==> src/rtl/tx_filter_pkg.sv <==
// -----------------------------------------------------------------------------
// tx_filter_pkg
// Shared definitions for the TX interpolation filter:
//   - IQ_W / SAMPLE_W : component and packed sample widths
//   - INTERP_LOG2     : default log2 of the interpolation factor
//   - I_LSB / Q_LSB   : bit positions of I ([31:16]) and Q ([15:0])
//   - state_e         : interpolator FSM states
//   - get_i/get_q/pack_iq : sample pack/unpack helpers
// -----------------------------------------------------------------------------
package tx_filter_pkg;

    localparam int unsigned IQ_W        = 16;
    localparam int unsigned SAMPLE_W    = 2 * IQ_W;
    localparam int unsigned INTERP_LOG2 = 3;
    localparam int unsigned I_LSB       = IQ_W;
    localparam int unsigned Q_LSB       = 0;

    typedef enum logic [1:0] {
        ST_IDLE = 2'd0,
        ST_LOAD = 2'd1,
        ST_RUN  = 2'd2
    } state_e;

    function automatic logic [IQ_W-1:0] get_i(input logic [SAMPLE_W-1:0] s);
        return s[I_LSB +: IQ_W];
    endfunction

    function automatic logic [IQ_W-1:0] get_q(input logic [SAMPLE_W-1:0] s);
        return s[Q_LSB +: IQ_W];
    endfunction

    function automatic logic [SAMPLE_W-1:0] pack_iq(input logic [IQ_W-1:0] i,
                                                     input logic [IQ_W-1:0] q);
        return {i, q};
    endfunction

endpackage

==> src/rtl/tx_sample_fifo.sv <==
// -----------------------------------------------------------------------------
// tx_sample_fifo
// Registered first-word-fall-through sample buffer with occupancy output.
// Ports:
//   clk, rst_n : clock, asynchronous active-low reset
//   i_valid    : write request (accepted only when o_ready is 1)
//   i_data     : write data
//   i_pop      : read request (ignored when empty)
//   o_data     : head-of-buffer data (valid when o_level > 0)
//   o_ready    : buffer can accept a sample
//   o_level    : current occupancy
// -----------------------------------------------------------------------------
module tx_sample_fifo
    import tx_filter_pkg::*;
#(
    parameter int unsigned DEPTH = 4,
    parameter int unsigned WIDTH = SAMPLE_W
) (
    input  logic                       clk,
    input  logic                       rst_n,
    input  logic                       i_valid,
    input  logic [WIDTH-1:0]           i_data,
    input  logic                       i_pop,
    output logic [WIDTH-1:0]           o_data,
    output logic                       o_ready,
    output logic [$clog2(DEPTH):0]     o_level
);

    localparam int unsigned PTR_W = $clog2(DEPTH);
    localparam int unsigned LVL_W = PTR_W + 1;

    logic [WIDTH-1:0] r_mem [DEPTH];
    logic [PTR_W-1:0] r_wr_ptr;
    logic [PTR_W-1:0] r_rd_ptr;
    logic [LVL_W-1:0] r_level;
    logic             r_armed;
    logic             w_push;
    logic             w_pop;

    // Ready stays low until the first clock edge after reset release.
    assign o_ready = r_armed && (r_level < LVL_W'(DEPTH));
    assign w_push  = i_valid && o_ready;
    assign w_pop   = i_pop && (r_level != '0);
    assign o_data  = r_mem[r_rd_ptr];
    assign o_level = r_level;

    always_ff @(posedge clk or negedge rst_n) begin
        if (!rst_n) begin
            r_wr_ptr <= '0;
            r_rd_ptr <= '0;
            r_level  <= '0;
            r_armed  <= 1'b0;
        end else begin
            r_armed <= 1'b1;
            if (w_push) begin
                r_wr_ptr <= r_wr_ptr + PTR_W'(1);
            end
            if (w_pop) begin
                r_rd_ptr <= r_rd_ptr + PTR_W'(1);
            end
            case ({w_push, w_pop})
                2'b10:   r_level <= r_level + LVL_W'(1);
                2'b01:   r_level <= r_level - LVL_W'(1);
                default: r_level <= r_level;
            endcase
        end
    end

    // Storage needs no reset: only entries below the level are ever read.
    always_ff @(posedge clk) begin
        if (w_push) begin
            r_mem[r_wr_ptr] <= i_data;
        end
    end

endmodule

==> src/rtl/tx_interp_filter.sv <==
// -----------------------------------------------------------------------------
// tx_interp_filter
// Linear-interpolating upsampler: each consecutive sample pair (prev, cur)
// produces 2^INTERP_LOG2 output samples prev + (cur - prev) * phase / 2^L.
// Ports:
//   logic_clk_in       : logic clock (output sample rate)
//   logic_rst_in       : asynchronous active-low reset
//   data_fir_in        : input sample, [31:16] I, [15:0] Q, signed
//   data_fir_valid_in  : input sample valid
//   data_fir_ready_out : buffer can accept a sample
//   data_fir_out       : interpolated sample, same packing (0 when not valid)
//   fir_rdy_out        : data_fir_out valid
//   underflow_out      : one-cycle pulse when the buffer starves mid-stream
//   fifo_level_out     : buffer occupancy
//   debug_signal       : [1:0] state, [4:2] phase, [9:5] level, [10] underflow
// -----------------------------------------------------------------------------
module tx_interp_filter #(
    parameter int unsigned FIFO_DEPTH  = 4,
    parameter int unsigned INTERP_LOG2 = tx_filter_pkg::INTERP_LOG2
) (
    input  logic                          logic_clk_in,
    input  logic                          logic_rst_in,
    input  logic [31:0]                   data_fir_in,
    input  logic                          data_fir_valid_in,
    output logic                          data_fir_ready_out,
    output logic [31:0]                   data_fir_out,
    output logic                          fir_rdy_out,
    output logic                          underflow_out,
    output logic [$clog2(FIFO_DEPTH):0]   fifo_level_out,
    output logic [199:0]                  debug_signal
);
    import tx_filter_pkg::*;

    localparam int unsigned LVL_W = $clog2(FIFO_DEPTH) + 1;
    localparam int unsigned ACC_W = IQ_W + INTERP_LOG2 + 1;
    localparam logic [INTERP_LOG2-1:0] LAST_PHASE = '1;

    state_e                  r_state;
    state_e                  w_state_nxt;
    logic [INTERP_LOG2-1:0]  r_phase;
    logic [INTERP_LOG2-1:0]  w_phase_nxt;
    logic [SAMPLE_W-1:0]     r_prev;
    logic [SAMPLE_W-1:0]     r_cur;
    logic [SAMPLE_W-1:0]     r_data_out;
    logic                    r_fir_rdy;
    logic                    r_underflow;

    logic [SAMPLE_W-1:0]     w_fifo_data;
    logic [LVL_W-1:0]        w_level;
    logic                    w_ready;
    logic                    w_pop;
    logic                    w_load_prev;
    logic                    w_load_cur;
    logic                    w_advance;
    logic                    w_underflow;
    logic [SAMPLE_W-1:0]     w_interp;

    tx_sample_fifo #(
        .DEPTH (FIFO_DEPTH),
        .WIDTH (SAMPLE_W)
    ) u_fifo (
        .clk     (logic_clk_in),
        .rst_n   (logic_rst_in),
        .i_valid (data_fir_valid_in),
        .i_data  (data_fir_in),
        .i_pop   (w_pop),
        .o_data  (w_fifo_data),
        .o_ready (w_ready),
        .o_level (w_level)
    );

    // Sign-extend to ACC_W, form prev*2^L + (cur-prev)*phase, floor-shift back.
    function automatic logic [IQ_W-1:0] interp_comp(input logic [IQ_W-1:0]        p,
                                                    input logic [IQ_W-1:0]        c,
                                                    input logic [INTERP_LOG2-1:0] ph);
        logic signed [ACC_W-1:0] p_ext;
        logic signed [ACC_W-1:0] c_ext;
        logic signed [ACC_W-1:0] acc;
        p_ext = ACC_W'($signed(p));
        c_ext = ACC_W'($signed(c));
        acc   = (p_ext <<< INTERP_LOG2) + (c_ext - p_ext) * $signed(ACC_W'(ph));
        return IQ_W'(acc >>> INTERP_LOG2);
    endfunction

    assign w_interp = pack_iq(interp_comp(get_i(r_prev), get_i(r_cur), r_phase),
                              interp_comp(get_q(r_prev), get_q(r_cur), r_phase));

    always_comb begin
        w_state_nxt = r_state;
        w_phase_nxt = r_phase;
        w_pop       = 1'b0;
        w_load_prev = 1'b0;
        w_load_cur  = 1'b0;
        w_advance   = 1'b0;
        w_underflow = 1'b0;
        case (r_state)
            ST_IDLE: begin
                w_phase_nxt = '0;
                if (w_level >= LVL_W'(2)) begin
                    w_pop       = 1'b1;
                    w_load_prev = 1'b1;
                    w_state_nxt = ST_LOAD;
                end
            end
            ST_LOAD: begin
                // Level was >= 2 when entering LOAD, so a second sample is present.
                w_pop       = 1'b1;
                w_load_cur  = 1'b1;
                w_phase_nxt = '0;
                w_state_nxt = ST_RUN;
            end
            ST_RUN: begin
                w_phase_nxt = r_phase + INTERP_LOG2'(1);
                if (r_phase == LAST_PHASE) begin
                    if (w_level != '0) begin
                        w_pop     = 1'b1;
                        w_advance = 1'b1;
                    end else begin
                        w_underflow = 1'b1;
                        w_state_nxt = ST_IDLE;
                    end
                end
            end
            default: begin
                w_phase_nxt = '0;
                w_state_nxt = ST_IDLE;
            end
        endcase
    end

    always_ff @(posedge logic_clk_in or negedge logic_rst_in) begin
        if (!logic_rst_in) begin
            r_state     <= ST_IDLE;
            r_phase     <= '0;
            r_prev      <= '0;
            r_cur       <= '0;
            r_data_out  <= '0;
            r_fir_rdy   <= 1'b0;
            r_underflow <= 1'b0;
        end else begin
            r_state     <= w_state_nxt;
            r_phase     <= w_phase_nxt;
            if (w_load_prev) begin
                r_prev <= w_fifo_data;
            end
            if (w_load_cur) begin
                r_cur <= w_fifo_data;
            end
            if (w_advance) begin
                r_prev <= r_cur;
                r_cur  <= w_fifo_data;
            end
            // Outputs carry the interpolation of the state/phase just left.
            r_fir_rdy   <= (r_state == ST_RUN);
            r_data_out  <= (r_state == ST_RUN) ? w_interp : '0;
            r_underflow <= w_underflow;
        end
    end

    assign data_fir_ready_out = w_ready;
    assign data_fir_out       = r_data_out;
    assign fir_rdy_out        = r_fir_rdy;
    assign underflow_out      = r_underflow;
    assign fifo_level_out     = w_level;

    always_comb begin
        debug_signal       = '0;
        debug_signal[1:0]  = r_state;
        debug_signal[4:2]  = 3'(r_phase);
        debug_signal[9:5]  = 5'(w_level);
        debug_signal[10]   = r_underflow;
    end

endmodule

==> config.mk <==
export PLATFORM = sky130hd
export DESIGN_NAME = tx_interp_filter
export DESIGN_NICKNAME = d
export VERILOG_FILES = /design/src/rtl/tx_filter_pkg.sv /design/src/rtl/tx_sample_fifo.sv /design/src/rtl/tx_interp_filter.sv
export SDC_FILE = /design/constraint.sdc
export NUM_CORES = 1
export LEC_CHECK = 0
export BUFFER_PORTS_ARGS = -buffer_cell sky130_fd_sc_hd__buf_2
export CORE_AREA = 5 5 170 172
export DETAILED_ROUTE_END_ITERATION = 7
export DIE_AREA = 0 0 175 177
export HOLD_SLACK_MARGIN = 0.03
export PLACE_DENSITY = 0.86
export SETUP_SLACK_MARGIN = 0.05
export SKIP_LAST_GASP = 1
export SLEW_MARGIN = 20
export SYNTH_ARGS = -nofsm -noshare
export SYNTH_HDL_FRONTEND = slang
export SYNTH_SLANG_ARGS = --single-unit
==> constraint.sdc <==
create_clock -name logic_clk_in -period 15.8 [get_ports logic_clk_in]
set_input_delay 3.16 -clock logic_clk_in [delete_from_list [all_inputs] [get_ports logic_clk_in]]
set_output_delay 3.16 -clock logic_clk_in [all_outputs]
set_load 0.005 [all_outputs]
==> results.ini, run 1 <==
[status]
status=complete, no violations

[clocking]
ctsResizeCount=0
clock-root-buffer=clkbuf_16
clk_latency_ns=0.53
cts_buffers=24
cts_setup_buffers=0
cts.sinks=239
htreeDepth=1
clk_pin_slew_ns=0.07
cts_max_path_buffers=3
hold_buffers=0
tritoncts=yes

[sta]
setup_viol=0
slew_violations=0
hold_violations=0
tightest_slew_ns=0.916
clock_skew_ns=0.0172
rsz0062_at_grt=no
finalCritPeriodShare=0.363
fmax_mhz=174
period_needed_ns=5.73
max_slew_margin=0.389
hold_slack_ns=0.484
tns_ns=0

[synth]
synth_area_um2=16100
synth_cells=1454
synth_area_per_cell_um2=11.1
yosysSeqAreaShare=0.411
synth_area_leaders=edfxtp_1 (24%), dfrtp_1 (17%), buf_4 (9.2%)
synth.top_cell.area_share=0.238
synth_cell_types=67
synthFlopType=edfxtp_1
synth_warnings=0
yosys.area.top_type=edfxtp_1
ys_ff_latch=239
synth-async-reset-ratio=0.464
synth-edff-count=128

[drt]
routed_wl_um=31400
drtAntennaViolNets=0
drtPass1Iterations=5
via_per_inst=5.20
post-route-drc-count=0
dr.first_iter.drc_count=678
vias=9841
wl_per_cell_um=16.6

[grt]
use_met2=0.343
antenna_found_initial=5
track_usage=0.200
grt_pass1_vias=10100
busiest_layer=met2
grt_max_degree=73
met1_usage=0.270
use_met3=0.0395
grt_pass1_wl_um=51000
overflow=0

[pwr]
worst_ir_drop_vdd_uv=93.6
power.density_nw_per_um2=235
leakagePower_uw=0.00784

[die]
std_cell_rows=61
fp.dieH_um=177
io_pins=273
coreArea_um2=27300
die_w_um=175
die_area_um2=31000
start_util=0.590

[finish]
ff_latch_area_um2=6620
syn_to_final_growth_pct=5.21
multi_input_area_um2=7920
final_common_cell=conb_1
finalNetCount=1732
fillCellCount=2075
drive_above_1_share=0.136
layout_common_cells=conb_1 (192), inv_1 (178), edfxtp_1 (128)
final_cells=1894

[placement]
dp_hpwl_um=23300
dp_cells=1849
gp_congestion=0.889
port-buffer-count=81

[job]
cap_violations=0

[critical_path]
cp_max_fo=5
end_kind=flop
setup.worst_path.class=flop to flop
worstPathRequired_ns=16.24
critPathLaunchType=flop
crit_arrival_ns=6.17

[hold_path]
hold_path_class=flop to flop

[final timing paths]
path	startpoint	endpoint	slack [ns]	cells past startpoint
setup / recovery	r_prev[0]$_DFFE_PN0P_	data_fir_out[15]$_DFF_PN0_	10.07	22
hold reg to reg	r_cur[0]$_DFFE_PN0N_	r_prev[0]$_DFFE_PN0P_	0.48	2
max in group asynchronous	logic_rst_in	u_fifo.r_rd_ptr[0]$_DFFE_PN0P_	11.84	2
min in group asynchronous	logic_rst_in	r_prev[7]$_DFFE_PN0P_	2.60	1
hold / removal	r_cur[0]$_DFFE_PN0N_	r_prev[0]$_DFFE_PN0P_	0.48	2
setup reg to reg	r_prev[0]$_DFFE_PN0P_	data_fir_out[15]$_DFF_PN0_	10.07	22
[cell families (layout without fill, tap and decap cells)]
group,Yosys count,count (layout),share of synthesized area
adders and majority gates,168,168,0.161
and+or+nand+nor,306,306,0.0983
DFF,239,239,0.411
muxes,96,96,0.0866
xor gates and xnor gates,49,49,0.0287
buffers and inverters,415,318,0.144
other,2,193,0.000466
AOI/OAI and AO/OA,179,179,0.0712
[power by group]
group	total, µW	switching, µW	internal (µW)	leakage, µW
Clock	577	237	340	0.000387
Sequential	922	104	817	0.00252
Combinational	2490	1440	1050	0.00493
Total	3990	1780	2210	0.00784
[cell type report]
cell class              instances  area share
well taps                     346      0.0255
flip-flops and latches        239       0.390
multi-input cells             990       0.467
clock buffers                  29      0.0378
inverters                     178      0.0394
repair buffers                 96      0.0307
clock inverters                15     0.00966
diodes                          1    0.000147
[sequential cells by signal (all words and copies together), names as in the netlist]
name	flops
r_cur	32
u_fifo.r_armed	1
r_phase	3
data_fir_out	32
r_state	2
u_fifo.r_wr_ptr	2
u_fifo.r_mem	128
r_prev	32
u_fifo.r_rd_ptr	2
u_fifo.o_level	3
underflow_out	1
fir_rdy_out	1
[Yosys cell counts, types with 2 or more instances]
cell type,instances
nor2b_1,24
a21oi_1,44
xnor2_2,2
nor3_1,22
or2_2,4
nand2b_1,13
a221o_1,6
nand3_1,5
or2b_1,3
clkbuf_1,25
nor4b_1,2
xor2_1,17
nor2_1,54
o31ai_1,2
mux2i_1,36
a211o_1,3
nand2_1,78
a311oi_1,3
a21o_1,9
conb_1,2
o21a_1,14
or3_1,4
dfrtp_1,111
a31oi_1,3
buf_4,197
a211oi_1,8
xnor2_1,29
buf_2,9
o31a_1,3
mux2_2,28
ha_1,103
o21ai_0,61
mux4_2,32
and3_1,9
o21bai_1,2
inv_1,178
buf_1,5
a22oi_1,2
edfxtp_1,128
a21boi_0,3
fa_1,65
and2_1,73
nor3b_1,8
and4b_1,2
[stage by stage]
stage | power, µW | worst slack [ns] | utilization | instance area, µm²
finish | 3990 | 10.07 | 0.621 | 17000
global route | 4390 | 9.62 | 0.621 | 17000
CTS | 4000 | 10.09 | 0.621 | 17000
detailed placement | 3390 | 10.13 | 0.591 | 16200
global placement | 3280 | 10.26 | 0.591 | 16200
floorplan | 2870 | 10.64 | - | 16800
[worst max-delay path: stages, from the launching register on]
cell and delay (ns):
dfrtp_1 0.40, ha_1 0.23, fa_1 0.40, nand2b_1 0.19
a21oi_1 0.23, o21ai_0 0.15, a21boi_0 0.27, o21ai_0 0.17
o21a_1 0.26, mux2i_1 0.14, ha_1 0.32, fa_1 0.54
inv_1 0.05, fa_1 0.49, inv_1 0.04, ha_1 0.34
a21o_1 0.21, a21oi_1 0.33, a2bb2oi_1 0.22, o211ai_1 0.15
o31ai_1 0.24, o21ai_0 0.13, a21oi_1 0.15
[per-layer routing]
metal  vias to the layer above  part of all wire
met1                      4854              0.43
met5                         -            0.0015
li1                       4648                 -
met4                         8             0.016
met3                        41             0.064
met2                       290              0.49
Power figures use the tool's default switching activity.
==> run 2, diff against run 1 <==
- CORE_AREA: 5 5 170 172 -> 5 5 183 185
- DIE_AREA: 0 0 175 177 -> 0 0 188 190
- PLACE_DENSITY: 0.86 -> 0.79
- clock period: 15.8 -> 5 ns (I/O delays scaled with it)
==> run 2 against run 1 <==
Against the previous run: sequential cell count stayed put; utilization is 4.0 points lower; critical endpoint is now data_fir_out[29]$_DFF_PN0_; via count is 2.8% higher; sequential share of layout area is 3.2 points lower; global-route usage is 3.2 points lower; critical path type unchanged; final cell count is 8.3% higher.
==> results.ini, run 2 (synthesized netlist as in run 1, its figures left out) <==
[finish]
top_register=u_fifo.r_mem
finalNetCount=1828  ; +5.5%
multi_input_area_um2=8690  ; +9.8%
ff_latch_area_um2=6620  ; about the same
largest_reg_flops=128  ; unchanged
syn_to_final_growth_pct=14.7
layout_common_cells=conb_1 (192), inv_1 (163), edfxtp_1 (128)
diodes=0  ; -1
final_common_cell=conb_1
drive_above_1_share=0.262  ; +0.127
utilization=0.581  ; -0.0405
fillCellCount=2524  ; +22%

[clocking]
hold_buffers=0  ; unchanged
cts_buffers=24  ; unchanged
clk_latency_ns=0.51  ; -0.02 ns
tritoncts=yes
cts_max_path_buffers=3  ; unchanged
clock-root-buffer=clkbuf_16
htreeDepth=1  ; unchanged
clk_pin_slew_ns=0.07  ; about the same
cts.sinks=239  ; unchanged

[drt]
wl_per_cell_um=15.6  ; -6.0%
dr.first_iter.drc_count=498  ; -27%
via_per_inst=4.93  ; -5.0%
drtPass1Iterations=5  ; unchanged
vias=10100  ; +2.8%
drtAntennaViolNets=0  ; unchanged
routed_wl_um=31900  ; +1.7%
post-route-drc-count=0  ; unchanged

[critical_path]
max_stage_delay_ns=0.49  ; -0.05 ns
worstPathRequired_ns=5.43  ; -10.81 ns
crit_arrival_ns=5.38  ; -0.79 ns
path_delay_family=compound AO/OA/AOI/OAI gates
end_kind=flop
critPathLaunchType=flop
r2r_slack_ns=0.05  ; -10.02 ns
cp_max_fo=4  ; -1
cp_cell_sequence=ha_4 > nor2b_4 > o21a_1 > o21a_1 > o31a_1 > o21ai_2 > nor3b_4 > nor3b_2 > ha_1 > fa_1 > inv_1 > fa_1 > inv_2 > ha_4 > a21oi_4 > o21bai_4 > o311a_1 > o21a_1 > o21a_1 > nor3_2
slowest_stage=fa_1
critPathBufInv=2  ; unchanged
crit_top_cell=o21a_1
setup.worst_path.class=flop to flop

[sta]
hold_violations=0  ; unchanged
tns_ns=0  ; unchanged
hold_slack_ns=0.499  ; +0.0147 ns
rsz0062_at_grt=yes
period_needed_ns=4.95  ; -0.780 ns
clock_skew_ns=0.0144  ; -0.00283 ns
setup_viol=0  ; unchanged
fmax_mhz=202  ; +16%
max_slew_margin=0.443  ; +0.0535
tightest_slew_ns=0.836  ; -0.0803 ns
finalCritPeriodShare=0.990  ; +0.628
slew_violations=0  ; unchanged

[hold_path]
hold_path_class=input port to asynchronous set/reset pin

[grt]
grt_pass1_wl_um=50100  ; -1.7%
grt_max_degree=65  ; -11%
overflow=0  ; unchanged
antenna_found_initial=3  ; -2
grt_pass1_vias=10100  ; +0.069%
track_usage=0.169  ; -0.0320

[die]
die_w_um=188  ; +7.4%
fp.dieH_um=190  ; +7.3%
io_pins=273  ; unchanged
die_area_um2=35700  ; +15%
std_cell_rows=66  ; +8.2%
start_util=0.506  ; -0.0843
coreArea_um2=31900  ; +17%

[placement]
port-buffer-count=81  ; unchanged
dp_hpwl_um=23400  ; +0.22%
gp_congestion=0.807  ; -9.2%

[job]
cap_violations=0  ; unchanged

[status]
status=complete, no violations

==> run 2: changes by cell type in the layout (fill, tap and decap cells not counted), moves of 12 or more <==
| cell | previous run | this run |
|---|---|---|
| inv_1 | 178 | 163 |
| a21oi_1 | 44 | 27 |
| a21oi_2 | 0 | 14 |
| o21ai_0 | 61 | 49 |
| ha_4 | 0 | 22 |
| ha_1 | 103 | 79 |
| buf_4 | 16 | 111 |
| inv_2 | 0 | 15 |
==> run 2: per-layer routing <==
metal  track usage  part of all wire
met3        0.0319             0.064
met1         0.231              0.44
met4        0.0280             0.013
met5             0           0.00066
met2         0.286              0.48
==> run 2: through the flow <==
| stage | cell area, µm² | worst slack, ns | cells |
|---|---|---|---|
| 6_report | 18500 | 0.0479 | 2051 |
| 5_1_grt | 18500 | -0.200 | 2051 |
| 4_1_cts | 18000 | 0.0450 | 2038 |
| 3_5_place_dp | 16800 | -0.269 | 1983 |
| 3_3_place_gp | 16800 | -0.133 | 1983 |
| 2_1_floorplan | 16900 | 0.0531 | 1644 |
==> run 2: final timing paths <==
| kind | start | end | cells after the start |
|---|---|---|---|
| worst max-delay path | r_cur[17]$_DFFE_PN0N_ | data_fir_out[29]$_DFF_PN0_ | 20 |
| min in group logic_clk_in | r_cur[0]$_DFFE_PN0N_ | r_prev[0]$_DFFE_PN0P_ | 2 |
| worst min register to register | r_cur[0]$_DFFE_PN0N_ | r_prev[0]$_DFFE_PN0P_ | 2 |
| max in group asynchronous | logic_rst_in | r_prev[9]$_DFFE_PN0P_ | 2 |
| worst max register to register | r_cur[17]$_DFFE_PN0N_ | data_fir_out[29]$_DFF_PN0_ | 20 |
| worst min-delay path | logic_rst_in | u_fifo.r_wr_ptr[0]$_DFFE_PN0P_ | 1 |
==> run 2: layout make-up <==
cell class | count | share of cell area
flip-flops and latches | 239 | 0.358
clock inverters | 14 | 0.00602
clock buffers | 30 | 0.0354
well taps | 408 | 0.0276
repair buffers | 192 | 0.0673
multi-input cells | 990 | 0.470
inverters | 178 | 0.0361
==> run 2: worst register-to-register path: cells and delay by family (launching register included) <==
kind,cells,cell delay (ns)
fa+ha+maj,5,1.77
buf+inv,2,0.10
flops,1,0.41
simple gates,4,0.57
compound gates,9,1.99
==> run 2: what timing repair did <==
action | CTS | global route
hold endpoints to repair | 0 | 0
gates resized for setup | 74 | 76
pin swaps | 58 | 57
endpoints found under the setup margin | 14 | 15
setup buffers | 11 | 13
Power of run 2 is left out: the tool's default activity adds up to more than one toggle a clock period on the data nets, which glitch-free logic cannot reach.
